==> src/rtl/serial_adder_nbit.sv <==
// Bit-serial adder/subtractor: one full-adder stage and a carry flip-flop,
// processing operands LSB first, one bit per clock.
module serial_adder_nbit #(
   parameter int WIDTH = 8
) (
   input  logic             clk,
   input  logic             rst,
   input  logic             start,
   input  logic             sub,
   input  logic [WIDTH-1:0] a,
   input  logic [WIDTH-1:0] b,
   input  logic             cin,
   output logic             busy,
   output logic             done,
   output logic [WIDTH-1:0] sum,
   output logic             cout,
   output logic             ovf
);

   localparam int CW = $clog2(WIDTH);

   typedef enum logic [1:0] {
      IDLE = 2'd0,
      RUN  = 2'd1,
      DONE = 2'd2
   } state_t;

   state_t           state, state_next;
   logic [WIDTH-1:0] a_sh, b_sh, acc;
   logic             carry;
   logic [CW-1:0]    cnt;
   logic             bit_s, carry_next, last_bit;

   always_comb begin
      bit_s      = a_sh[0] ^ b_sh[0] ^ carry;
      carry_next = (a_sh[0] & b_sh[0]) | (a_sh[0] & carry) | (b_sh[0] & carry);
      last_bit   = (cnt == CW'(WIDTH - 1));
   end

   always_ff @(posedge clk or posedge rst) begin
      if (rst) state <= IDLE;
      else     state <= state_next;
   end

   always_comb begin
      state_next = state;
      case (state)
         IDLE:    if (start) state_next = RUN;
         RUN:     if (last_bit) state_next = DONE;
         DONE:    state_next = IDLE;
         default: state_next = IDLE;
      endcase
   end

   // The result registers are written only on the final bit, so partial sums never show.
   always_ff @(posedge clk or posedge rst) begin
      if (rst) begin
         a_sh  <= '0;
         b_sh  <= '0;
         acc   <= '0;
         carry <= 1'b0;
         cnt   <= '0;
         sum   <= '0;
         cout  <= 1'b0;
         ovf   <= 1'b0;
      end else if (state == IDLE && start) begin
         a_sh  <= a;
         b_sh  <= sub ? ~b : b;
         carry <= sub ? 1'b1 : cin;
         cnt   <= '0;
      end else if (state == RUN) begin
         a_sh  <= a_sh >> 1;
         b_sh  <= b_sh >> 1;
         carry <= carry_next;
         cnt   <= cnt + CW'(1);
         acc   <= {bit_s, acc[WIDTH-1:1]};
         if (last_bit) begin
            sum  <= {bit_s, acc[WIDTH-1:1]};
            cout <= carry_next;
            ovf  <= carry ^ carry_next;
         end
      end
   end

   assign busy = (state == RUN);
   assign done = (state == DONE);

endmodule

==> config.mk <==
export PLATFORM = sky130hd
export DESIGN_NAME = serial_adder_nbit
export DESIGN_NICKNAME = d
export VERILOG_FILES = /design/src/rtl/serial_adder_nbit.sv
export SDC_FILE = /design/constraint.sdc
export NUM_CORES = 1
export LEC_CHECK = 0
export ABC_AREA = 0
export BUFFER_PORTS_ARGS = -buffer_cell sky130_fd_sc_hd__clkbuf_2
export CAP_MARGIN = 20
export CORE_ASPECT_RATIO = 1.25
export CORE_MARGIN = 2
export CORE_UTILIZATION = 49
export CTS_CLUSTER_SIZE = 24
export DETAILED_ROUTE_END_ITERATION = 6
export PLACE_DENSITY = 0.78
export SYNTH_ARGS = -nofsm -noshare
export SYNTH_HDL_FRONTEND = slang
export SYNTH_SLANG_ARGS = --single-unit
==> constraint.sdc <==
create_clock -name clk -period 1.35 [get_ports clk]
set_input_delay 0.27 -clock clk [delete_from_list [all_inputs] [get_ports clk]]
set_output_delay 0.27 -clock clk [all_outputs]
set_load 0.03 [all_outputs]
==> reports/summary.txt <==
======================================================================================
Wire length of the first global-routing pass                                   5930 µm
Slack of the worst reg-to-reg path                                            -0.06 ns
Hold Startpoint                                                                   a[7]
Max-cap violations                                                                   0
Number of design rule violations left after detail routing                           0
Headroom to the max-slew limit                                                   70.4%
Share of the yosys chip area belonging to registers                              55.3%
Crit-path leading delay family                                              flip-flops
Leakage                                                                        1.23 nW
P_int                                                                          3.30 mW
Levels on crit path                                                                  4
Largest net degree at the start of global routing                                   22
Die boundary height                                                            71.1 µm
Die boundary width                                                             57.7 µm
Crit share post-route                                                             105%
Post-Syn Area per Cell                                                        10.8 µm²
Drt first-iter violations                                                           39
Maximum buffer depth of the clock tree                                               2
Syn Nets                                                                           188
Overall Power                                                                  5.38 mW
Area of the core                                                              3480 µm²
Length in cells of the worst reg-to-reg path                                         5
Tightest Hold Check Type                                                     in -> reg
Combinational group share of total power                                         48.2%
Worst-path maximum fanout                                                            4
HPWL reported at the end of detailed placement                                 2390 µm
Crit path max-delay cell type                                                  dfrtp_1
Unrepaired setup endpoints after global routing                                   true
Critical path class                                                         reg -> out
Post-Syn Area                                                                 1770 µm²
Main synth FF type                                                             dfrtp_1
Critical path origin                                                          state[1]
Critical path endpoint category                                            output port
Netlist cell types                                                                  28
Final critical delay including setup and external delays                       1.42 ns
Failing checks                                                            negative setup slack
Post-route setup TNS                                                         -0.430 ns
Post-detailed-route via-to-cell ratio                                             5.18
Mapped Cells                                                                       164
Pre-antenna DRT Iters                                                                4
Highest ir drop seen on vdd                                                  0.00157 V
Status                                                                    complete, but fails checks
Number of buffers added by the clock tree synthesis step                             5
Synth Register Bits                                                                 39
Vias post-DR                                                                      1388
Clock latency on the worst-skew pair                                           0.29 ns
Finished Core Util                                                               68.9%
Clock Pin Slew Worst Setup and Hold Paths                                      0.07 ns
Area added between synthesis and finish                                          35.9%
Routed Wire Length                                                             3800 µm
Endpoint of the most critical setup path                                          done
Yosys Warn Count                                                                     0
CP cell instances                                                         buf_6 -> inv_4 -> nor2_4 -> buf_8
Hold violation total from the final report                                           0
Die outline area                                                              4100 µm²
# clock sinks                                                                       39
Crit path largest cell delay                                                   0.45 ns
Sequential power share                                                           37.9%
Buffers on Ports                                                                    32
Initial antenna violation count                                                      0
Initial core utilization                                                         50.7%
Switching power                                                                2.07 mW
Number of synthesized flops with an enable pin                                       0
Share of layout cells above drive strength 1                                     41.9%
Avg WL per Cell                                                                14.2 µm
Crit path setup slack, layout                                               -0.0736 ns
Nets@finish                                                                        252
Pins Over Slew Limit                                                                 0
Buffering stage count on the worst path with inverters included                      3
Number of global-route vias before repair                                         1314
Clock tree from TritonCTS                                                          yes
Master cell of the clock root buffer                                          clkbuf_8
Power per unit of standard cell area                                       2240 nW/µm²
Clock Skew                                                                  0.00532 ns
Slew @ Worst Pin                                                              0.444 ns
Setup violations, final                                                              9
Worst flop-to-flop path startpoint                                              cnt[1]
Number of primary I/O pins                                                          33
H-Tree Depth                                                                         2
Share of async-settable or async-resettable flops after synthesis                 100%
Antenna-violating nets left                                                          0
End of the worst register-to-register path                                      sum[4]
Data required time of the critical path                                        1.08 ns
Highest clock frequency the design can meet                                    702 MHz
Placement row count                                                                 24
Total congestion overflow after global routing                                       0
Switching power as a share of total power                                        38.6%
Weighted congestion reported at the end of routability-driven placement          0.732
Startpoint class of the critical path                                             flop
Arr. time, crit path                                                           1.15 ns
Antenna Cells                                                                        0
Tot GR Track Use                                                                 19.5%
Relative contribution of the clock network to total power                        14.0%
======================================================================================
## cell type report
| type | instances | area, µm² |
|---|---|---|
| multi-input combinational | 112 | 785 |
| sequential | 39 | 977 |
| timing repair buffer | 66 | 484 |
| clock inverter | 3 | 15.0 |
| tap | 39 | 48.8 |
| clock buffer | 5 | 68.8 |
| fill | 256 | 1080 |
| inverter | 4 | 20.0 |
## synth_stat cells, types with 2 or more instances
| master | number | area (µm²) |
|---|---|---|
| mux2_2 | 2 | 22.5 |
| buf_4 | 3 | 22.5 |
| o21ai_0 | 17 | 85.1 |
| nand2_1 | 47 | 176 |
| inv_1 | 3 | 11.3 |
| o21ai_1 | 3 | 15.0 |
| xor2_1 | 8 | 70.1 |
| buf_2 | 5 | 25.0 |
| ha_1 | 2 | 25.0 |
| mux2_4 | 7 | 105 |
| mux2i_1 | 6 | 60.1 |
| a22oi_1 | 7 | 52.6 |
| dfrtp_1 | 39 | 976 |
## stage by stage
stage	worst slack, ns	hold WS (ns)	cells	area (µm²)
2_1_floorplan	-0.00343	0.387	164	1800
3_3_place_gp	-0.0164	0.271	243	2090
3_5_place_dp	-0.0580	0.270	243	2090
4_1_cts	-0.0548	0.180	263	2320
5_1_grt	-0.116	0.204	268	2400
6_report	-0.0736	0.184	268	2400
## cells by family (layout without fill, tap and decap cells)
| logic type | Yosys count | in the layout | synth area share (%) |
|---|---|---|---|
| AOI/OAI and AO/OA | 31 | 31 | 10.5 |
| adders and majority gates | 3 | 3 | 2.55 |
| muxes | 15 | 15 | 10.6 |
| DFF | 39 | 39 | 55.3 |
| and+or+nand+nor | 54 | 54 | 12.8 |
| xor gates and xnor gates | 9 | 9 | 4.47 |
| buffers and inverters | 13 | 78 | 3.76 |
## power groups by stage
stage | registers [mW] | clock network (mW) | logic, mW
floorplan | 2.24 | 0 | 1.27
detailed placement | 2.05 | 0 | 2.12
global placement | 2.02 | 0 | 2.06
global route | 2.11 | 0.822 | 2.82
finish | 2.04 | 0.752 | 2.59
CTS | 2.03 | 0.768 | 2.40
## cells in the final DEF, fill, tap and decap left out, types with 2 or more instances in the layout
cell type  count
nand2_1       47
buf_6          9
mux2_2         2
clkbuf_2      30
clkinv_2       3
o21ai_1       10
dfrtp_1       38
xor2_1         8
buf_4         23
inv_4          2
clkbuf_8       5
mux2_4         7
a22oi_1        7
buf_8          2
o21ai_0       10
mux2i_1        6
## flip-flops by register name (all words and copies together), names as in the netlist
| name | cells |
|---|---|
| a_sh | 8 |
| acc | 7 |
| b_sh | 8 |
| carry | 1 |
| cnt | 3 |
| cout | 1 |
| ovf | 1 |
| state | 2 |
| sum | 8 |
## worst min-delay path by stage
stage / end / slack, ns / depth (start not counted)
after floorplan: a_sh[7] / 0.39 / 2
after global placement: ovf / 0.27 / 2
after detailed placement: cout / 0.27 / 2
after CTS: a_sh[7] / 0.18 / 3
after global routing: a_sh[7] / 0.20 / 3
final: a_sh[7] / 0.18 / 3
## per-layer routing
metal / global-route usage (%) / part of all wire (%) / wire length [µm]
met1: 22.8 / 41 / 1560
met2: 32.3 / 53 / 2030
met3: 6.58 / 4.1 / 156
met4: 8.53 / 1.5 / 58
met5: 0 / 0 / 0
## tightest hold or removal path, stage by stage
cell      delay (ns)
clkbuf_2        0.07
nand2_1         0.04
o21ai_0         0.06
## what timing repair did
| action | CTS | global route |
|---|---|---|
| pin swaps | 2 | 2 |
| hold buffers | 1 | 0 |
| gates cloned | 0 | 1 |
| setup buffers | 11 | 4 |
| hold endpoints to repair | 9 | 0 |
| gates resized for setup | 18 | 22 |
| endpoints found under the setup margin | 11 | 30 |
No activity file was read; power rests on OpenSTA's default activity.
